### src/rtl/adc_capture_ctrl.sv
`default_nettype none
// ============================================================================
// Module   : adc_capture_ctrl
// Purpose  : AXI-Lite controlled ADC sample capture engine. A programmable
//            divider produces sample ticks while capturing. Each tick pushes
//            the registered ADC sample into a FIFO, which is drained through
//            the DATA register. Single-shot and continuous modes are
//            supported, with sticky done/overflow flags driving a level irq.
// Revision : 1.0 - initial release
// ----------------------------------------------------------------------------
// Ports
//   clk, aresetn            : system clock (rising edge); async active-low reset
//   s_axi_aw_* / s_axi_w_*  : AXI-Lite write address / data channels
//   s_axi_b_*               : AXI-Lite write response channel (always OKAY)
//   s_axi_ar_* / s_axi_r_*  : AXI-Lite read address / data channels (OKAY)
//   adc_ch1_data            : raw 12-bit ADC sample input
//   adc_ch1_clk             : ADC conversion clock (forwarded clk)
//   busy                    : capture in progress
//   irq                     : done OR overflow (level)
// Register map (word index)
//   0 CTRL   : W bit0 START, bit1 ABORT (pulses), bit2 CONT; R {CONT,2'b00}
//   1 DIV    : tick period minus one
//   2 COUNT  : samples per capture
//   3 STATUS : bit0 busy, bit1 done, bit2 overflow, [8:4] FIFO level
//   4 DATA   : {valid, 19'd0, sample[11:0]}; popping read
// ============================================================================
module adc_capture_ctrl #(
  parameter int DATA_WIDTH = 32,
  parameter int ADDR_WIDTH = 4,
  parameter int FIFO_DEPTH = 16
) (
  input  logic                    clk,
  input  logic                    aresetn,
  // AXI-Lite write slave
  input  logic                    s_axi_aw_valid,
  output logic                    s_axi_aw_ready,
  input  logic [ADDR_WIDTH-1:0]   s_axi_aw_addr,
  input  logic [2:0]              s_axi_aw_prot,
  input  logic                    s_axi_w_valid,
  output logic                    s_axi_w_ready,
  input  logic [DATA_WIDTH-1:0]   s_axi_w_data,
  input  logic [DATA_WIDTH/8-1:0] s_axi_w_strb,
  output logic                    s_axi_b_valid,
  input  logic                    s_axi_b_ready,
  output logic [1:0]              s_axi_b_resp,
  // AXI-Lite read slave
  input  logic                    s_axi_ar_valid,
  output logic                    s_axi_ar_ready,
  input  logic [ADDR_WIDTH-1:0]   s_axi_ar_addr,
  input  logic [2:0]              s_axi_ar_prot,
  output logic                    s_axi_r_valid,
  input  logic                    s_axi_r_ready,
  output logic [DATA_WIDTH-1:0]   s_axi_r_data,
  output logic [1:0]              s_axi_r_resp,
  // ADC side
  input  logic [11:0]             adc_ch1_data,
  output logic                    adc_ch1_clk,
  // Status
  output logic                    busy,
  output logic                    irq
);

  localparam int c_PTR_W = $clog2(FIFO_DEPTH);
  localparam int c_LVL_W = c_PTR_W + 1;

  localparam logic [ADDR_WIDTH-1:0] c_ADDR_CTRL   = ADDR_WIDTH'(0);
  localparam logic [ADDR_WIDTH-1:0] c_ADDR_DIV    = ADDR_WIDTH'(1);
  localparam logic [ADDR_WIDTH-1:0] c_ADDR_COUNT  = ADDR_WIDTH'(2);
  localparam logic [ADDR_WIDTH-1:0] c_ADDR_STATUS = ADDR_WIDTH'(3);
  localparam logic [ADDR_WIDTH-1:0] c_ADDR_DATA   = ADDR_WIDTH'(4);

  typedef enum logic [0:0] {
    IDLE = 1'b0,
    RUN  = 1'b1
  } state_t;

  state_t r_state;
  state_t w_state_nxt;

  // Configuration and status registers
  logic [15:0] r_div;
  logic [15:0] r_count;
  logic        r_cont;
  logic        r_done;
  logic        r_ovf;
  logic [15:0] r_timer;
  logic [15:0] r_remaining;
  logic [11:0] r_adc_q;

  // AXI channel state
  logic                  r_b_valid;
  logic                  r_r_valid;
  logic [DATA_WIDTH-1:0] r_r_data;

  // Sample FIFO: pointers carry one extra bit so full and empty differ
  logic [11:0]        r_mem [FIFO_DEPTH];
  logic [c_LVL_W-1:0] r_wptr;
  logic [c_LVL_W-1:0] r_rptr;
  logic [c_LVL_W-1:0] w_level;
  logic               w_full;
  logic               w_empty;
  logic               w_push;
  logic               w_pop;

  // Decoded bus events
  logic                  w_wr_en;
  logic                  w_start;
  logic                  w_abort;
  logic                  w_ar_hs;
  logic [DATA_WIDTH-1:0] w_rdata;

  // FSM-derived control strobes
  logic w_start_run;
  logic w_zero_start;
  logic w_tick;
  logic w_finish;
  logic w_reload_rem;

  // Inputs with no function in this block, gathered to show intent
  logic w_unused;
  assign w_unused = ^{s_axi_aw_prot, s_axi_ar_prot, s_axi_w_strb,
                      s_axi_w_data[DATA_WIDTH-1:16]};

  assign adc_ch1_clk = clk;

  // --------------------------------------------------------------------------
  // Bus decode
  // --------------------------------------------------------------------------
  // A write commits only when address and data arrive in the same cycle.
  assign w_wr_en = s_axi_aw_valid && s_axi_w_valid && !r_b_valid;
  assign w_start = w_wr_en && (s_axi_aw_addr == c_ADDR_CTRL) && s_axi_w_data[0];
  assign w_abort = w_wr_en && (s_axi_aw_addr == c_ADDR_CTRL) && s_axi_w_data[1];
  assign w_ar_hs = s_axi_ar_valid && !r_r_valid;

  assign w_level = r_wptr - r_rptr;
  assign w_full  = (w_level == c_LVL_W'(FIFO_DEPTH));
  assign w_empty = (w_level == '0);
  assign w_pop   = w_ar_hs && (s_axi_ar_addr == c_ADDR_DATA) && !w_empty;
  // A pop in the same cycle frees the slot, so a full FIFO still accepts.
  assign w_push  = w_tick && (!w_full || w_pop);

  // --------------------------------------------------------------------------
  // Capture FSM: next state and control strobes
  // --------------------------------------------------------------------------
  always_comb begin
    w_state_nxt  = r_state;
    w_start_run  = 1'b0;
    w_zero_start = 1'b0;
    w_tick       = 1'b0;
    w_finish     = 1'b0;
    w_reload_rem = 1'b0;
    case (r_state)
      IDLE: begin
        if (w_start && !w_abort) begin
          if (r_count != 16'd0) begin
            w_state_nxt = RUN;
            w_start_run = 1'b1;
          end else begin
            w_zero_start = 1'b1;
          end
        end
      end
      RUN: begin
        if (w_abort) begin
          w_state_nxt = IDLE;
        end else if (r_timer == 16'd0) begin
          w_tick = 1'b1;
          // remaining <= 1 also covers a COUNT of zero picked up on reload
          if (r_remaining <= 16'd1) begin
            if (r_cont) begin
              w_reload_rem = 1'b1;
            end else begin
              w_finish    = 1'b1;
              w_state_nxt = IDLE;
            end
          end
        end
      end
      default: w_state_nxt = IDLE;
    endcase
  end

  always_ff @(posedge clk or negedge aresetn) begin
    if (!aresetn) begin
      r_state <= IDLE;
    end else begin
      r_state <= w_state_nxt;
    end
  end

  // --------------------------------------------------------------------------
  // Configuration, timer, counters, flags and FIFO pointers
  // --------------------------------------------------------------------------
  always_ff @(posedge clk or negedge aresetn) begin
    if (!aresetn) begin
      r_div       <= '0;
      r_count     <= '0;
      r_cont      <= 1'b0;
      r_done      <= 1'b0;
      r_ovf       <= 1'b0;
      r_timer     <= '0;
      r_remaining <= '0;
      r_adc_q     <= '0;
      r_wptr      <= '0;
      r_rptr      <= '0;
    end else begin
      r_adc_q <= adc_ch1_data;

      if (w_wr_en) begin
        case (s_axi_aw_addr)
          c_ADDR_CTRL:  r_cont  <= s_axi_w_data[2];
          c_ADDR_DIV:   r_div   <= s_axi_w_data[15:0];
          c_ADDR_COUNT: r_count <= s_axi_w_data[15:0];
          default: ;
        endcase
      end

      // DIV/COUNT are only sampled here, so writes during RUN wait for reload.
      if (w_start_run) begin
        r_timer     <= r_div;
        r_remaining <= r_count;
      end else if ((r_state == RUN) && !w_abort) begin
        if (w_tick) begin
          r_timer <= r_div;
          if (w_reload_rem) begin
            r_remaining <= r_count;
          end else if (w_finish) begin
            r_remaining <= '0;
          end else begin
            r_remaining <= r_remaining - 16'd1;
          end
        end else begin
          r_timer <= r_timer - 16'd1;
        end
      end

      if (w_start_run) begin
        r_done <= 1'b0;
        r_ovf  <= 1'b0;
      end else if (w_zero_start) begin
        r_done <= 1'b1;
        r_ovf  <= 1'b0;
      end else begin
        if (w_finish) begin
          r_done <= 1'b1;
        end
        if (w_tick && !w_push) begin
          r_ovf <= 1'b1;
        end
      end

      if (w_start_run) begin
        r_wptr <= '0;
        r_rptr <= '0;
      end else begin
        if (w_push) begin
          r_wptr <= r_wptr + 1'b1;
        end
        if (w_pop) begin
          r_rptr <= r_rptr + 1'b1;
        end
      end
    end
  end

  // Sample storage needs no reset; the pointers define what is valid.
  always_ff @(posedge clk) begin
    if (w_push) begin
      r_mem[r_wptr[c_PTR_W-1:0]] <= r_adc_q;
    end
  end

  // --------------------------------------------------------------------------
  // AXI-Lite channels
  // --------------------------------------------------------------------------
  always_comb begin
    w_rdata = '0;
    case (s_axi_ar_addr)
      c_ADDR_CTRL:   w_rdata[2]     = r_cont;
      c_ADDR_DIV:    w_rdata[15:0]  = r_div;
      c_ADDR_COUNT:  w_rdata[15:0]  = r_count;
      c_ADDR_STATUS: begin
        w_rdata[0]           = (r_state == RUN);
        w_rdata[1]           = r_done;
        w_rdata[2]           = r_ovf;
        w_rdata[4 +: c_LVL_W] = w_level;
      end
      c_ADDR_DATA: begin
        if (!w_empty) begin
          w_rdata[DATA_WIDTH-1] = 1'b1;
          w_rdata[11:0]         = r_mem[r_rptr[c_PTR_W-1:0]];
        end
      end
      default: ;
    endcase
  end

  always_ff @(posedge clk or negedge aresetn) begin
    if (!aresetn) begin
      r_b_valid <= 1'b0;
      r_r_valid <= 1'b0;
      r_r_data  <= '0;
    end else begin
      if (w_wr_en) begin
        r_b_valid <= 1'b1;
      end else if (s_axi_b_ready) begin
        r_b_valid <= 1'b0;
      end

      if (w_ar_hs) begin
        r_r_valid <= 1'b1;
        r_r_data  <= w_rdata;
      end else if (s_axi_r_ready) begin
        r_r_valid <= 1'b0;
      end
    end
  end

  assign s_axi_aw_ready = !r_b_valid;
  assign s_axi_w_ready  = !r_b_valid;
  assign s_axi_b_valid  = r_b_valid;
  assign s_axi_b_resp   = 2'b00;
  assign s_axi_ar_ready = !r_r_valid;
  assign s_axi_r_valid  = r_r_valid;
  assign s_axi_r_data   = r_r_data;
  assign s_axi_r_resp   = 2'b00;

  assign busy = (r_state == RUN);
  assign irq  = r_done | r_ovf;

endmodule
`default_nettype wire

### config.mk
export PLATFORM = sky130hd
export DESIGN_NAME = adc_capture_ctrl
export DESIGN_NICKNAME = d
export VERILOG_FILES = /design/src/rtl/adc_capture_ctrl.sv
export SDC_FILE = /design/constraint.sdc
export NUM_CORES = 1
export LEC_CHECK = 0
export ABC_AREA = 1
export BUFFER_PORTS_ARGS = -buffer_cell sky130_fd_sc_hd__buf_2
export CELL_PAD_IN_SITES_DETAIL_PLACEMENT = 1
export CELL_PAD_IN_SITES_GLOBAL_PLACEMENT = 2
export CORE_UTILIZATION = 40
export CTS_BUF_LIST = sky130_fd_sc_hd__clkbuf_2 sky130_fd_sc_hd__clkbuf_4 sky130_fd_sc_hd__clkbuf_8
export CTS_CLUSTER_SIZE = 14
export DETAILED_ROUTE_END_ITERATION = 16
export GPL_TIMING_DRIVEN = 0
export PLACE_DENSITY_LB_ADDON = 0.1
export SETUP_SLACK_MARGIN = 0.2
export SLEW_MARGIN = 10
export SYNTH_ARGS = -nofsm -noshare
export SYNTH_HDL_FRONTEND = slang
export SYNTH_SLANG_ARGS = --single-unit
### constraint.sdc
create_clock -name clk -period 6.5 [get_ports clk]
set_clock_uncertainty 0.1 [all_clocks]
set_input_delay 0.65 -clock clk [delete_from_list [all_inputs] [get_ports clk]]
set_output_delay 0.65 -clock clk [all_outputs]
set_load 0.02 [all_outputs]
* Word level (Yosys, flattened, before mapping) *
Memories as Yosys holds them, arrays and structs flattened.
Index checks and enable logic that the tools add are counted.

operators by class
  equality and inequality tests = 7
  reduce and logical (&&, ||, !) cells = 36
  $lt $le $gt $ge = 1
  muxes and demuxes = 56
  bitwise gates (word level) = 2
  add/sub/neg operators = 5

operators with widths
  operator                                                                number
  16-bit 2-to-1 mux                                                       8
  1-bit 2-to-1 mux                                                        36
  16-bit by 1-bit subtractor with 16-bit output, second input constant    2
  5-bit 2-to-1 mux                                                        4
  5-bit case mux with 4 select lines                                      1
  16-bit by 1-bit <= comparator with 1-bit output, second input constant  1
  16-bit zero test                                                        1
  16-bit nonzero test                                                     1
  4-bit by 2-bit == test with 1-bit output, second input constant         3
  1-bit logical AND                                                       12
  12-bit 2-to-1 mux                                                       1
  2-bit nonzero test                                                      6
  5-bit by 1-bit adder with 5-bit output, second input constant           2
  3-bit case mux with 3 select lines                                      1
  4-bit by 1-bit == test with 1-bit output, second input constant         2
  4-bit zero test                                                         2
  2-bit case mux with 4 select lines                                      1
  4-bit case mux with 2 select lines                                      1
  2-bit AND reduction                                                     4
  1-bit zero test                                                         6
  3-bit nonzero test                                                      2
  5-bit == test, second input constant                                    1
  5-bit zero test                                                         1
  1-bit case mux with 5 select lines                                      1
  7 further kinds                                                         7

storage, ports and cells
  flip-flop bits (word level) = 109
  memories kept = 1
  bits in writable memories = 192

memory list
  memory  words  width  read ports  clocked after memory_dff  wr ports  RTL line  RTL
  r_mem   16     12     1           0                         1         96        logic [11:0] r_mem [FIFO_DEPTH];

* Logic depth before layout (Yosys ltp) *
  word-level depth = 12
  depth in mapped cells = 16
  depth with buffers taken out = 14

==> results.md <==
- Final Wtd Congestion: 0.893
- Critical R2R Capture: r_mem[14][11]
- Most frequent cells in the layout: nand2_1 (466), edfxtp_1 (192), nand3_1 (179)
- Unique masters post-synth: 46
- Most used cell, CP: clkbuf_8
- Post-DP Area: 14,900 um^2
- Multiplexer share of the synthesized area: 0
- Die H: 189 um
- Mean Syn Cell Area: 9.57 um^2
- Worst-margin pin slew: 1.23 ns
- Vias in the first global route: 11.5k
- Slew Viols, Final: 0
- Layout cells sized above 1: 0.153
- Worst-path maximum fanout: 2
- CP Buf/Inv Count: 4
- Max VDD drop: 0.226 mV
- Reg-to-reg startpoint: r_rptr[2]
- Max-slew headroom: 0.175
- Met2 wire length: 19,200 um
- Synth warnings: 0
- GRT Total Usage: 0.256
- Remaining DRCs: 0
- Detailed Routing Iterations Pass 1: 5
- Via-to-Cell Ratio: 5.23
- Final Hold Fails: 0
- Initial antenna violation count: 0
- Reg area: 8490 um^2
- Antenna cells: 0
- CP arrival: 3.74 ns
- Synth Area in XOR/XNOR: 0.0170
- Largest family of logic cells by synthesized area: simple AND/OR/NAND/NOR gates
- Critical path endpoint category: primary output
- CP delay by family, top: buffers and inverters
- Top Ports: 113
- Core ar.: 33,900 um^2
- Layout area overhead: 16.4%
- Antenna Nets Post-Route: 0
- Initial cell density of the core: 0.411
- Final setup fails: 0
- Most common cell after layout, fill and taps aside: nand2_1
- Post-detail-place hpwl: 31,300 um
- FILL cells: 3,909
- Synth Area in Simple Gates: 0.243
- CP Class: clock port to primary output
- Slowest stage delay, CP: 0.15 ns
- Footprint of the multi-input gates: 4650 um^2
- Hold Buf Count CTS: 15
- Max layer used: met4
- Pwr dens: 291 nW/um^2
- Post-CTS sizing: 0
- Die ar.: 35,600 um^2
- Met3 wire length: 2270 um
- Mapped cell area: 13,900 um^2
- Worst-path cell chain: clkbuf_8 > clkbuf_8 > buf_4 > buf_2
- Row cnt: 67
- Seq cells post-synth: 301
- Hold Crit Class: input port to flip-flop
- Synth Area in Compound Gates: 0.0555
- Worst setup path startpoint: clk
- Critical Path Slowest Stage Cell: buf_2
- Critical path endpoint: adc_ch1_clk
- Req. time, crit path: 5.75 ns
- Port Buf Inserts: 67
- CTS tree: yes
- DR WL/cell: 20.9 um
- Routed vias: 11.0k
- First-pass GRT wire length: 68,100 um
- Hold Path Depth: 3
- Fin area: 16,200 um^2
- Final #Nets: 1,696
- Total leakage power: 7.09 nW
- Sequential-to-total area share from yosys stat: 0.610
- Total negative slack: 0 ns
- Critical path launch point type: clock port
- Post-CTS setup buffer count: 0
- Die extent in x: 189 um
- Total congestion overflow: 0
- Max-Cap Viols: 0
- Synth Area in Adders: 0.0131
- Syn Inst Count: 1,455
- M1 WL: 21,300 um
- RSZ-0062 raised after global routing: no
- Largest net degree at the start of global routing: 58
- R2R Setup Slk: 2.15 ns
- Later-pin clock latency in the skew report: 0.76 ns
- Final WL: 43,900 um
- Worst reg2reg path depth: 13
- Status: complete, no violations
- DRT iter0 DRCs: 774
- CTS clk-pin slew, worst paths: 0.06 ns
- WP depth: 4
-- synthesized netlist by cell type, drive strengths merged --
library cell / n / area, um^2
buf: 52 / 375
xor2: 18 / 158
nand4: 13 / 81.3
conb: 1 / 3.75
inv: 99 / 372
nor2: 118 / 485
fa: 1 / 20.0
a32o: 1 / 10.0
xnor2: 9 / 78.8
o21ai: 70 / 362
edfxtp: 192 / 5770
dfrtp: 109 / 2730
clkinv: 1 / 3.75
a21oi: 22 / 140
and3: 1 / 6.26
o211ai: 6 / 45.0
a31oi: 15 / 93.8
o22ai: 10 / 75.1
o21bai: 1 / 7.51
a22oi: 3 / 22.5
or2: 6 / 37.5
a221oi: 2 / 17.5
nand2: 472 / 1790
nor3: 6 / 35.0
ha: 13 / 163
nand3: 180 / 906
and2: 1 / 6.26
nor4: 2 / 12.5
clkbuf: 29 / 109
nand3b: 2 / 18.8
-- where the power goes --
| group | internal (W) | switching (W) | total, W | leakage (nW) |
|---|---|---|---|---|
| sequential | 0.00215 | 0.000145 | 0.00229 | 3.14 |
| combinational | 0.000208 | 0.000356 | 0.000564 | 3.33 |
| clock | 0.00104 | 0.000823 | 0.00186 | 0.611 |
-- cell type report --
| class | instances | area share |
|---|---|---|
| tap | 448 | 0.0346 |
| inverter | 100 | 0.0232 |
| clock buffer | 82 | 0.0621 |
| clock inverter | 16 | 0.00749 |
| timing repair buffer | 82 | 0.0317 |
| multi-input combinational | 991 | 0.287 |
| sequential | 301 | 0.524 |
| buffer | 81 | 0.0299 |
-- registers in the layout, indices dropped and copies added (netlist names) --
name,flops
busy,1
r_adc_q,12
r_cont,1
r_count,16
r_div,16
r_done,1
r_mem,192
r_ovf,1
r_remaining,16
r_rptr,5
r_timer,16
r_wptr,5
s_axi_b_valid,1
s_axi_r_data,17
s_axi_r_valid,1
-- worst min-delay path, delay by kind of cell --
family	cells	cell delay, ns
buffers and inverters	2	0.16
AO/OA/AOI/OAI	1	0.08
-- worst min path at each step --
stage,startpoint,endpoint
6_report,s_axi_w_data[7],r_count[7]
5_1_grt,s_axi_w_data[7],r_div[7]
4_1_cts,s_axi_w_data[7],r_count[7]
3_5_place_dp,s_axi_r_data[12],s_axi_r_data[12]
3_3_place_gp,s_axi_r_data[0],s_axi_r_data[0]
2_1_floorplan,aresetn,busy
-- stage by stage --
step / total power (W) / hold slack, ns / util / std cells / setup slack, ns
floorplan: 0.00269 / 0.254 / - / 1473 / 2.37
CTS: 0.00476 / 0.0292 / 0.478 / 2101 / 2.01
finish: 0.00472 / 0.0865 / 0.479 / 2101 / 2.01
global route: 0.00494 / 0.0738 / 0.479 / 2101 / 1.81
detailed placement: 0.00291 / 0.366 / 0.441 / 1989 / 2.09
global placement: 0.00288 / 0.360 / 0.440 / 1988 / 2.15
-- layer usage --
| layer | track usage | vias up |
|---|---|---|
| met4 | 0.0927 | 0 |
| met1 | 0.377 | 5482 |
| li1 | - | 5139 |
| met2 | 0.383 | 292 |
| met3 | 0.0387 | 81 |
| met5 | 0 | - |
-- kinds of logic after synthesis --
kind of cell               Yosys count
other                                1
buffers and inverters              181
xor gates and xnor gates            27
and+or+nand+nor                    801
AOI/OAI and AO/OA                  130
DFF                                301
adders and majority gates           14
(Power assumes the default switching activity.)
